===== config.mk =====
export PLATFORM = sky130hd
export DESIGN_NAME = vga_timing_monitor
export DESIGN_NICKNAME = d
export VERILOG_FILES = /design/src/rtl/vga_timing_monitor.sv
export SDC_FILE = /design/constraint.sdc
export NUM_CORES = 1
export LEC_CHECK = 0
export CAP_MARGIN = 15
export CELL_PAD_IN_SITES_DETAIL_PLACEMENT = 0
export CELL_PAD_IN_SITES_GLOBAL_PLACEMENT = 1
export CORE_UTILIZATION = 25
export DETAILED_ROUTE_END_ITERATION = 16
export HOLD_SLACK_MARGIN = 0.12
export PLACE_DENSITY_LB_ADDON = 0.1
export SYNTH_ARGS = -nofsm -noshare
export SYNTH_HDL_FRONTEND = slang
export SYNTH_SLANG_ARGS = --single-unit

===== constraint.sdc =====
create_clock -name vga_clk -period 4 [get_ports vga_clk]
set_clock_uncertainty 0.05 [all_clocks]
set_input_delay 0.4 -clock vga_clk [delete_from_list [all_inputs] [get_ports vga_clk]]
set_output_delay 0.4 -clock vga_clk [all_outputs]
set_load 0.03 [all_outputs]

===== src/rtl/vga_timing_monitor.sv =====
// vga_timing_monitor: receive-side checker for a VGA stream (pixel recovery, sync lock, timing errors)
//
// Ports:
//   vga_clk       in   pixel clock (only clock)
//   sys_rst_n     in   asynchronous active-low reset
//   vga_hs/vga_vs in   horizontal / vertical sync, asserted level SYNC_POL
//   vga_rgb       in   12-bit pixel {R4,G4,B4}
//   pixel_x/y     out  recovered active-area coordinate (0 outside the active area)
//   pixel_valid   out  active-area pixel while locked
//   rgb_out       out  vga_rgb aligned to pixel_x/pixel_y (0 outside the active area)
//   locked        out  sync-lock state machine is in LOCKED
//   line_err      out  1-cycle pulse: bad hs period or hs pulse width
//   frame_err     out  1-cycle pulse: bad line count or vs pulse width
//   frame_cnt     out  frames completed while locked (wraps)
//   err_cnt       out  cycles with an error pulse (saturates at 255)
//   frame_sum     out  sum of last locked frame's active pixels (CHECKSUM_EN only, else 0)
//   frame_sum_vld out  1-cycle pulse when frame_sum updates (CHECKSUM_EN only, else 0)
//
// Optional feature: define CHECKSUM_EN to build the per-frame pixel checksum.
module vga_timing_monitor #(
    parameter int H_SYNC      = 96,
    parameter int H_BACK      = 48,
    parameter int H_ACT       = 640,
    parameter int H_TOTAL     = 800,
    parameter int V_SYNC      = 2,
    parameter int V_BACK      = 33,
    parameter int V_ACT       = 480,
    parameter int V_TOTAL     = 525,
    parameter bit SYNC_POL    = 1'b0,
    parameter int LOCK_FRAMES = 2
) (
    input  logic        vga_clk,
    input  logic        sys_rst_n,
    input  logic        vga_hs,
    input  logic        vga_vs,
    input  logic [11:0] vga_rgb,
    output logic [9:0]  pixel_x,
    output logic [9:0]  pixel_y,
    output logic        pixel_valid,
    output logic [11:0] rgb_out,
    output logic        locked,
    output logic        line_err,
    output logic        frame_err,
    output logic [15:0] frame_cnt,
    output logic [7:0]  err_cnt,
    output logic [23:0] frame_sum,
    output logic        frame_sum_vld
);
    typedef enum logic [1:0] {ST_UNLOCKED, ST_TRACK, ST_LOCKED} state_t;

    localparam int          TO_W   = $clog2(2 * H_TOTAL + 1);
    localparam logic [TO_W-1:0] TO_MAX = TO_W'(2 * H_TOTAL);
    localparam logic [9:0]  HS_M1  = 10'(H_SYNC - 1);
    localparam logic [9:0]  HT_M1  = 10'(H_TOTAL - 1);
    localparam logic [9:0]  VS_N   = 10'(V_SYNC);
    localparam logic [9:0]  VT_N   = 10'(V_TOTAL);
    localparam logic [9:0]  HA0    = 10'(H_SYNC + H_BACK);
    localparam logic [9:0]  HA1    = 10'(H_SYNC + H_BACK + H_ACT);
    localparam logic [9:0]  VA0    = 10'(V_SYNC + V_BACK);
    localparam logic [9:0]  VA1    = 10'(V_SYNC + V_BACK + V_ACT);
    localparam logic [3:0]  LOCK_N = 4'(LOCK_FRAMES);

    // [0] first sample, [1] second sample, [2] previous second sample (edge history)
    logic [2:0]      hs_q, vs_q;
    logic [11:0]     rgb1_q, rgb2_q, rgb3_q;
    logic [9:0]      h_cnt_q, h_cnt_d, v_cnt_q, v_cnt_d, v_inc, v_lines;
    logic [TO_W-1:0] to_q, to_d;
    logic            hs_e, hs_f, vs_e, vs_f, timeout, act;
    logic            h_seen_q, h_seen_d, v_seen_q, v_seen_d;
    logic            h_wok_q, h_wok_d, v_wok_q, v_wok_d;
    logic            line_err_q, line_err_d, frame_err_q, frame_err_d;
    state_t          state_q, state_d;
    logic [3:0]      good_q, good_d;
    logic [9:0]      px_q, px_d, py_q, py_d;
    logic            pv_q, pv_d;
    logic [11:0]     rgbo_q, rgbo_d;
    logic [15:0]     fcnt_q, fcnt_d;
    logic [7:0]      ecnt_q, ecnt_d;

    assign hs_e = (hs_q[1] == SYNC_POL) && (hs_q[2] != SYNC_POL);
    assign hs_f = (hs_q[1] != SYNC_POL) && (hs_q[2] == SYNC_POL);
    assign vs_e = (vs_q[1] == SYNC_POL) && (vs_q[2] != SYNC_POL);
    assign vs_f = (vs_q[1] != SYNC_POL) && (vs_q[2] == SYNC_POL);

    // Timing recovery and error detection. Counter _q values during an edge cycle still
    // describe the previous sample, so h_cnt_q == period-1 at an hs edge.
    always_comb begin
        h_cnt_d     = hs_e ? 10'd0 : (h_cnt_q == 10'h3FF ? h_cnt_q : h_cnt_q + 10'd1);
        v_inc       = (v_cnt_q == 10'h3FF) ? v_cnt_q : v_cnt_q + 10'd1;
        // lines elapsed since the last vs edge, counting an hs edge in this very cycle
        v_lines     = hs_e ? v_inc : v_cnt_q;
        v_cnt_d     = vs_e ? 10'd0 : v_lines;
        to_d        = hs_e ? '0 : (to_q == TO_MAX ? to_q : to_q + TO_W'(1));
        timeout     = !hs_e && (to_q >= TO_MAX - TO_W'(1));
        h_wok_d     = hs_f ? (h_cnt_q == HS_M1) : h_wok_q;
        v_wok_d     = vs_f ? (v_lines == VS_N) : v_wok_q;
        // nothing is checked until one full line/frame has been observed
        h_seen_d    = !timeout && (h_seen_q || hs_e);
        v_seen_d    = !timeout && (v_seen_q || vs_e);
        line_err_d  = hs_e && h_seen_q && (h_cnt_q != HT_M1 || !h_wok_q);
        frame_err_d = vs_e && v_seen_q && (v_lines != VT_N || !v_wok_q);
        fcnt_d      = (vs_e && state_q == ST_LOCKED) ? fcnt_q + 16'd1 : fcnt_q;
        ecnt_d      = ((line_err_d || frame_err_d) && ecnt_q != 8'hFF) ? ecnt_q + 8'd1 : ecnt_q;
    end

    // Sync-lock state machine
    always_comb begin
        state_d = state_q;
        good_d  = good_q;
        if (timeout) begin
            state_d = ST_UNLOCKED;
            good_d  = 4'd0;
        end else begin
            case (state_q)
                ST_UNLOCKED: if (vs_e) begin
                    state_d = ST_TRACK;
                    good_d  = 4'd0;
                end
                ST_TRACK: if (line_err_d || frame_err_d) begin
                    good_d = 4'd0;
                end else if (vs_e) begin
                    good_d  = good_q + 4'd1;
                    state_d = (good_q + 4'd1 == LOCK_N) ? ST_LOCKED : ST_TRACK;
                end
                ST_LOCKED: if (line_err_d || frame_err_d) begin
                    state_d = ST_TRACK;
                    good_d  = 4'd0;
                end
                default: begin
                    state_d = ST_UNLOCKED;
                    good_d  = 4'd0;
                end
            endcase
        end
    end

    // Pixel output stage, one register after the counters
    always_comb begin
        act    = (h_cnt_q >= HA0) && (h_cnt_q < HA1) && (v_cnt_q >= VA0) && (v_cnt_q < VA1);
        px_d   = act ? h_cnt_q - HA0 : 10'd0;
        py_d   = act ? v_cnt_q - VA0 : 10'd0;
        pv_d   = act && (state_q == ST_LOCKED);
        rgbo_d = act ? rgb3_q : 12'd0;
    end

    always_ff @(posedge vga_clk or negedge sys_rst_n) begin
        if (!sys_rst_n) begin
            hs_q        <= '0;
            vs_q        <= '0;
            rgb1_q      <= '0;
            rgb2_q      <= '0;
            rgb3_q      <= '0;
            h_cnt_q     <= '0;
            v_cnt_q     <= '0;
            to_q        <= '0;
            h_seen_q    <= 1'b0;
            v_seen_q    <= 1'b0;
            h_wok_q     <= 1'b0;
            v_wok_q     <= 1'b0;
            line_err_q  <= 1'b0;
            frame_err_q <= 1'b0;
            state_q     <= ST_UNLOCKED;
            good_q      <= '0;
            px_q        <= '0;
            py_q        <= '0;
            pv_q        <= 1'b0;
            rgbo_q      <= '0;
            fcnt_q      <= '0;
            ecnt_q      <= '0;
        end else begin
            hs_q        <= {hs_q[1:0], vga_hs};
            vs_q        <= {vs_q[1:0], vga_vs};
            rgb1_q      <= vga_rgb;
            rgb2_q      <= rgb1_q;
            rgb3_q      <= rgb2_q;
            h_cnt_q     <= h_cnt_d;
            v_cnt_q     <= v_cnt_d;
            to_q        <= to_d;
            h_seen_q    <= h_seen_d;
            v_seen_q    <= v_seen_d;
            h_wok_q     <= h_wok_d;
            v_wok_q     <= v_wok_d;
            line_err_q  <= line_err_d;
            frame_err_q <= frame_err_d;
            state_q     <= state_d;
            good_q      <= good_d;
            px_q        <= px_d;
            py_q        <= py_d;
            pv_q        <= pv_d;
            rgbo_q      <= rgbo_d;
            fcnt_q      <= fcnt_d;
            ecnt_q      <= ecnt_d;
        end
    end

`ifdef CHECKSUM_EN
    logic [23:0] sum_q, sum_d, sum_add, fsum_q, fsum_d;
    logic        fvld_q, fvld_d;

    // the running sum restarts at every vs edge; a locked edge publishes the closing frame
    always_comb begin
        sum_add = sum_q + (pv_q ? {12'd0, rgbo_q} : 24'd0);
        sum_d   = vs_e ? 24'd0 : sum_add;
        fvld_d  = vs_e && (state_q == ST_LOCKED);
        fsum_d  = fvld_d ? sum_add : fsum_q;
    end

    always_ff @(posedge vga_clk or negedge sys_rst_n) begin
        if (!sys_rst_n) begin
            sum_q  <= '0;
            fsum_q <= '0;
            fvld_q <= 1'b0;
        end else begin
            sum_q  <= sum_d;
            fsum_q <= fsum_d;
            fvld_q <= fvld_d;
        end
    end

    assign frame_sum     = fsum_q;
    assign frame_sum_vld = fvld_q;
`else
    assign frame_sum     = 24'd0;
    assign frame_sum_vld = 1'b0;
`endif

    assign pixel_x     = px_q;
    assign pixel_y     = py_q;
    assign pixel_valid = pv_q;
    assign rgb_out     = rgbo_q;
    assign locked      = (state_q == ST_LOCKED);
    assign line_err    = line_err_q;
    assign frame_err   = frame_err_q;
    assign frame_cnt   = fcnt_q;
    assign err_cnt     = ecnt_q;
endmodule


==> metrics.txt <==
# TYPE chip_impl_metric gauge
chip_impl_metric{name="maximum_level_of_the_cts_h_tree",unit=""} 4
chip_impl_metric{name="wl",unit="um"} 13000
chip_impl_metric{name="worst-endpoint-arrival",unit="ns"} 3.00
chip_impl_info{name="critical_path.endpoint_type",value="flip-flop"} 1
chip_impl_metric{name="setup-violations-final",unit=""} 0
chip_impl_metric{name="timing.reg2reg.setup_slack",unit="ns"} 1.21
chip_impl_info{name="run_status",value="finished clean"} 1
chip_impl_metric{name="worst_slew_pin_slew",unit="ns"} 0.895
chip_impl_metric{name="vdd.ir_drop.worst",unit="V"} 0.000227
chip_impl_metric{name="comb_power_share",unit=""} 0.130
chip_impl_metric{name="min_period_over_period",unit=""} 0.697
chip_impl_metric{name="detailedRoute.firstPassIterationCount",unit=""} 5
chip_impl_metric{name="post-route-worst-setup-slack",unit="ns"} 1.21
chip_impl_metric{name="placement.setup.worst_slack",unit="ns"} 1.16
chip_impl_metric{name="finalHoldViolations",unit=""} 0
chip_impl_metric{name="vias_in_the_first_global_route",unit=""} 4124
chip_impl_metric{name="sw_frac_of_total",unit=""} 0.291
chip_impl_metric{name="power.net_switching",unit="uW"} 1100
chip_impl_metric{name="grt_antenna_before_repair",unit=""} 0
chip_impl_metric{name="detail_route.drc_violations",unit=""} 0
chip_impl_metric{name="fmax",unit="MHz"} 359
chip_impl_metric{name="yosysSeqAreaShare",unit=""} 0.588
chip_impl_metric{name="powerDensity",unit="mW/mm2"} 495
chip_impl_metric{name="post_cts.resized_instances",unit=""} 0
chip_impl_metric{name="dieHeight",unit="um"} 158
chip_impl_info{name="grt_setup_unrepaired",value="false"} 1
chip_impl_metric{name="port_buffers",unit=""} 75
chip_impl_metric{name="synth.distinct_cells",unit=""} 59
chip_impl_info{name="layout.cells.most_common",value="dfrtp_1"} 1
chip_impl_metric{name="n_antenna_cell",unit=""} 0
chip_impl_metric{name="final.min_clock_period",unit="ns"} 2.79
chip_impl_metric{name="fp-row-count",unit=""} 56
chip_impl_metric{name="power_frac_clock",unit=""} 0.436
chip_impl_metric{name="area_delta_synth_final",unit="%"} 26.7
chip_impl_metric{name="clkSlewWorstSetupHoldPaths",unit="ns"} 0.07
chip_impl_metric{name="number_of_synthesized_flops_with_an_enable_pin",unit=""} 0
chip_impl_metric{name="max-slew-margin-rel",unit=""} 0.403
chip_impl_metric{name="largest_net_degree_at_the_start_of_global_routing",unit=""} 94
chip_impl_metric{name="ctsLongestPathBuffers",unit=""} 2
chip_impl_metric{name="syn_inst",unit=""} 542
chip_impl_metric{name="timing.critical_path.required",unit="ns"} 4.21
chip_impl_metric{name="synth-async-reset-ratio",unit=""} 1.00
chip_impl_metric{name="dr_iter_0_viols",unit=""} 190
chip_impl_metric{name="floorplan.core_area",unit="mm2"} 0.0236
chip_impl_metric{name="number_of_vias_after_detailed_routing",unit=""} 3987
chip_impl_metric{name="worst-path-max-fanout",unit=""} 17
chip_impl_info{name="clockRootBuffer",value="clkbuf_16"} 1
chip_impl_metric{name="gp_routability_congestion",unit=""} 0.751
chip_impl_info{name="tritoncts",value="yes"} 1
chip_impl_metric{name="hold-worst-slack",unit="ns"} 0.298
chip_impl_metric{name="synthesis.area_per_instance",unit="um2"} 11.2
chip_impl_metric{name="timing.final.max_slew_violations",unit=""} 0
chip_impl_metric{name="cts_bufs_inserted",unit=""} 17
chip_impl_info{name="worst-setup-path-type",value="flip-flop to flip-flop"} 1
chip_impl_info{name="critPathLaunchType",value="flip-flop"} 1
chip_impl_info{name="mostFrequentLayoutCells",value="dfrtp_1 (142), clkdlybuf4s50_1 (74), nor2_1 (63), nand2_1 (38), xnor2_1 (30)"} 1
chip_impl_metric{name="post_drt_via_cell_ratio",unit=""} 4.18
chip_impl_metric{name="tritoncts_num_sinks",unit=""} 142
chip_impl_metric{name="mean_routed_wirelength_per_cell",unit="um"} 13.6
chip_impl_metric{name="grt_first_pass_wirelength",unit="um"} 21600
chip_impl_metric{name="power.leakage",unit="uW"} 0.00344
chip_impl_metric{name="fin_nets",unit=""} 650
chip_impl_metric{name="ys.warnings.count",unit=""} 0
chip_impl_metric{name="die_w",unit="um"} 158
chip_impl_info{name="hold_class",value="flip-flop to flip-flop"} 1
chip_impl_metric{name="synth-seq-cells",unit=""} 142
chip_impl_metric{name="start_util",unit=""} 0.256
chip_impl_metric{name="grt.total_usage",unit=""} 0.114
chip_impl_metric{name="num_io_pins",unit=""} 101
chip_impl_metric{name="power_frac_seq",unit=""} 0.434
chip_impl_metric{name="final_layout_size_suffix_gt1_frac",unit=""} 0.0866
chip_impl_metric{name="post-dp-hpwl",unit="um"} 8670
chip_impl_metric{name="antenna_left",unit=""} 0
chip_impl_metric{name="worstSkewPairLatency",unit="ns"} 0.43
chip_impl_info{name="postSynth.topFlopCell",value="dfrtp_1"} 1
chip_impl_metric{name="post-layout-total-power",unit="uW"} 3790
chip_impl_metric{name="post-cts-setup-buffer-count",unit=""} 0
chip_impl_metric{name="globalRouteOverflowTotal",unit=""} 0
chip_impl_metric{name="synth.cell_area",unit="mm2"} 0.00605
chip_impl_metric{name="max_cap_viol_count",unit=""} 0
chip_impl_metric{name="ctsHoldBuffers",unit=""} 1
chip_impl_metric{name="cellInternalPower",unit="uW"} 2690
chip_impl_metric{name="floorplan.die_area",unit="mm2"} 0.0248
chip_impl_metric{name="finalSetupTns",unit="ns"} 0
## synth_stat cells (all sizes together) (2+ instances only)
cell / n / share of area
nor4b: 2 / 0.0029
nor4: 3 / 0.0041
nand4: 13 / 0.014
or4: 2 / 0.0025
nand4b: 2 / 0.0029
o31ai: 3 / 0.0037
nand2: 38 / 0.024
o311ai: 2 / 0.0058
mux2i: 4 / 0.0072
o21ai: 16 / 0.014
xor2: 17 / 0.025
or3: 3 / 0.0031
nand3: 26 / 0.022
a31oi: 3 / 0.0031
and2: 19 / 0.020
dfrtp: 142 / 0.59
nor2: 63 / 0.039
ha: 12 / 0.025
nor3: 14 / 0.012
a21oi: 14 / 0.012
nor2b: 8 / 0.0083
mux2: 5 / 0.0093
and4b: 2 / 0.0039
inv: 16 / 0.0099
and3: 12 / 0.012
buf: 37 / 0.042
clkbuf: 6 / 0.0037
a21o: 2 / 0.0025
nand2b: 6 / 0.0062
o211ai: 2 / 0.0033
a211oi: 2 / 0.0025
xnor2: 30 / 0.043
## power groups by stage
stage          Combinational, uW  Clock (uW)  Sequential (uW)
6_report                     492        1650             1650
5_1_grt                      553        1770             1670
4_1_cts                      503        1710             1650
3_5_place_dp                 500           0             1680
3_3_place_gp                 495           0             1670
2_1_floorplan                281           0             1710
## state kept, by name, indices dropped and copies added, names as in the netlist, 8 cells and up
signal     flops
rgb3_q        12
frame_cnt     16
pixel_x       10
to_q          11
pixel_y       10
rgb2_q        12
h_cnt_q       10
rgb1_q        12
v_cnt_q       10
err_cnt        8
rgb_out       12
## kinds of logic (layout without fill, tap and decap cells)
logic type / after synthesis / after routing / synth area share
AND/OR/NAND/NOR: 217 / 217 / 0.182
flip-flops: 142 / 142 / 0.588
other: 1 / 25 / 0.000620
multiplexers: 9 / 9 / 0.0166
XOR/XNOR: 47 / 47 / 0.0681
adder cells (fa/ha/maj): 12 / 12 / 0.0248
AO/OA/AOI/OAI: 55 / 55 / 0.0639
buffers and inverters: 59 / 128 / 0.0559
## metrics by stage
step	cells	instance area, um2	util
floorplan	566	6140	-
global placement	921	7040	0.298
detailed placement	921	7040	0.298
CTS	954	7660	0.325
global route	954	7660	0.325
finish	954	7660	0.325
## cell type report
type,count,area (um2)
inverter,16,60.1
multi-input combinational,365,2250
fill,2425,16000
clock buffer,17,425
timing repair buffer,80,792
tap,319,399
sequential,142,3550
clock inverter,15,186
## final timing paths
path,end,cells after the start,startpoint
hold / removal,rgb3_q[6],0,rgb2_q[6]
max in group asynchronous,rgb_out[1],3,sys_rst_n
setup / recovery,pixel_y[5],8,v_cnt_q[0]
min in group asynchronous,pixel_x[7],2,sys_rst_n
setup reg to reg,pixel_y[5],8,v_cnt_q[0]
hold reg to reg,rgb3_q[6],0,rgb2_q[6]
## worst max-delay path: stages (launching register included)
cell,delay (ns)
dfrtp_1,0.48
ha_1,0.33
or4_1,0.55
nand2_1,0.13
nand2_1,0.10
nor2_1,0.10
nor2_1,0.07
o221ai_2,0.67
nor3_1,0.16
## routing by layer
layer | GRT usage | share of wire | routed length, um
met1 | 0.150 | 0.48 | 6170
met5 | 0 | 0 | 0
met2 | 0.178 | 0.48 | 6160
met4 | 0.0476 | 0.018 | 228
met3 | 0.0289 | 0.031 | 404
Power figures use the tool's default switching activity.
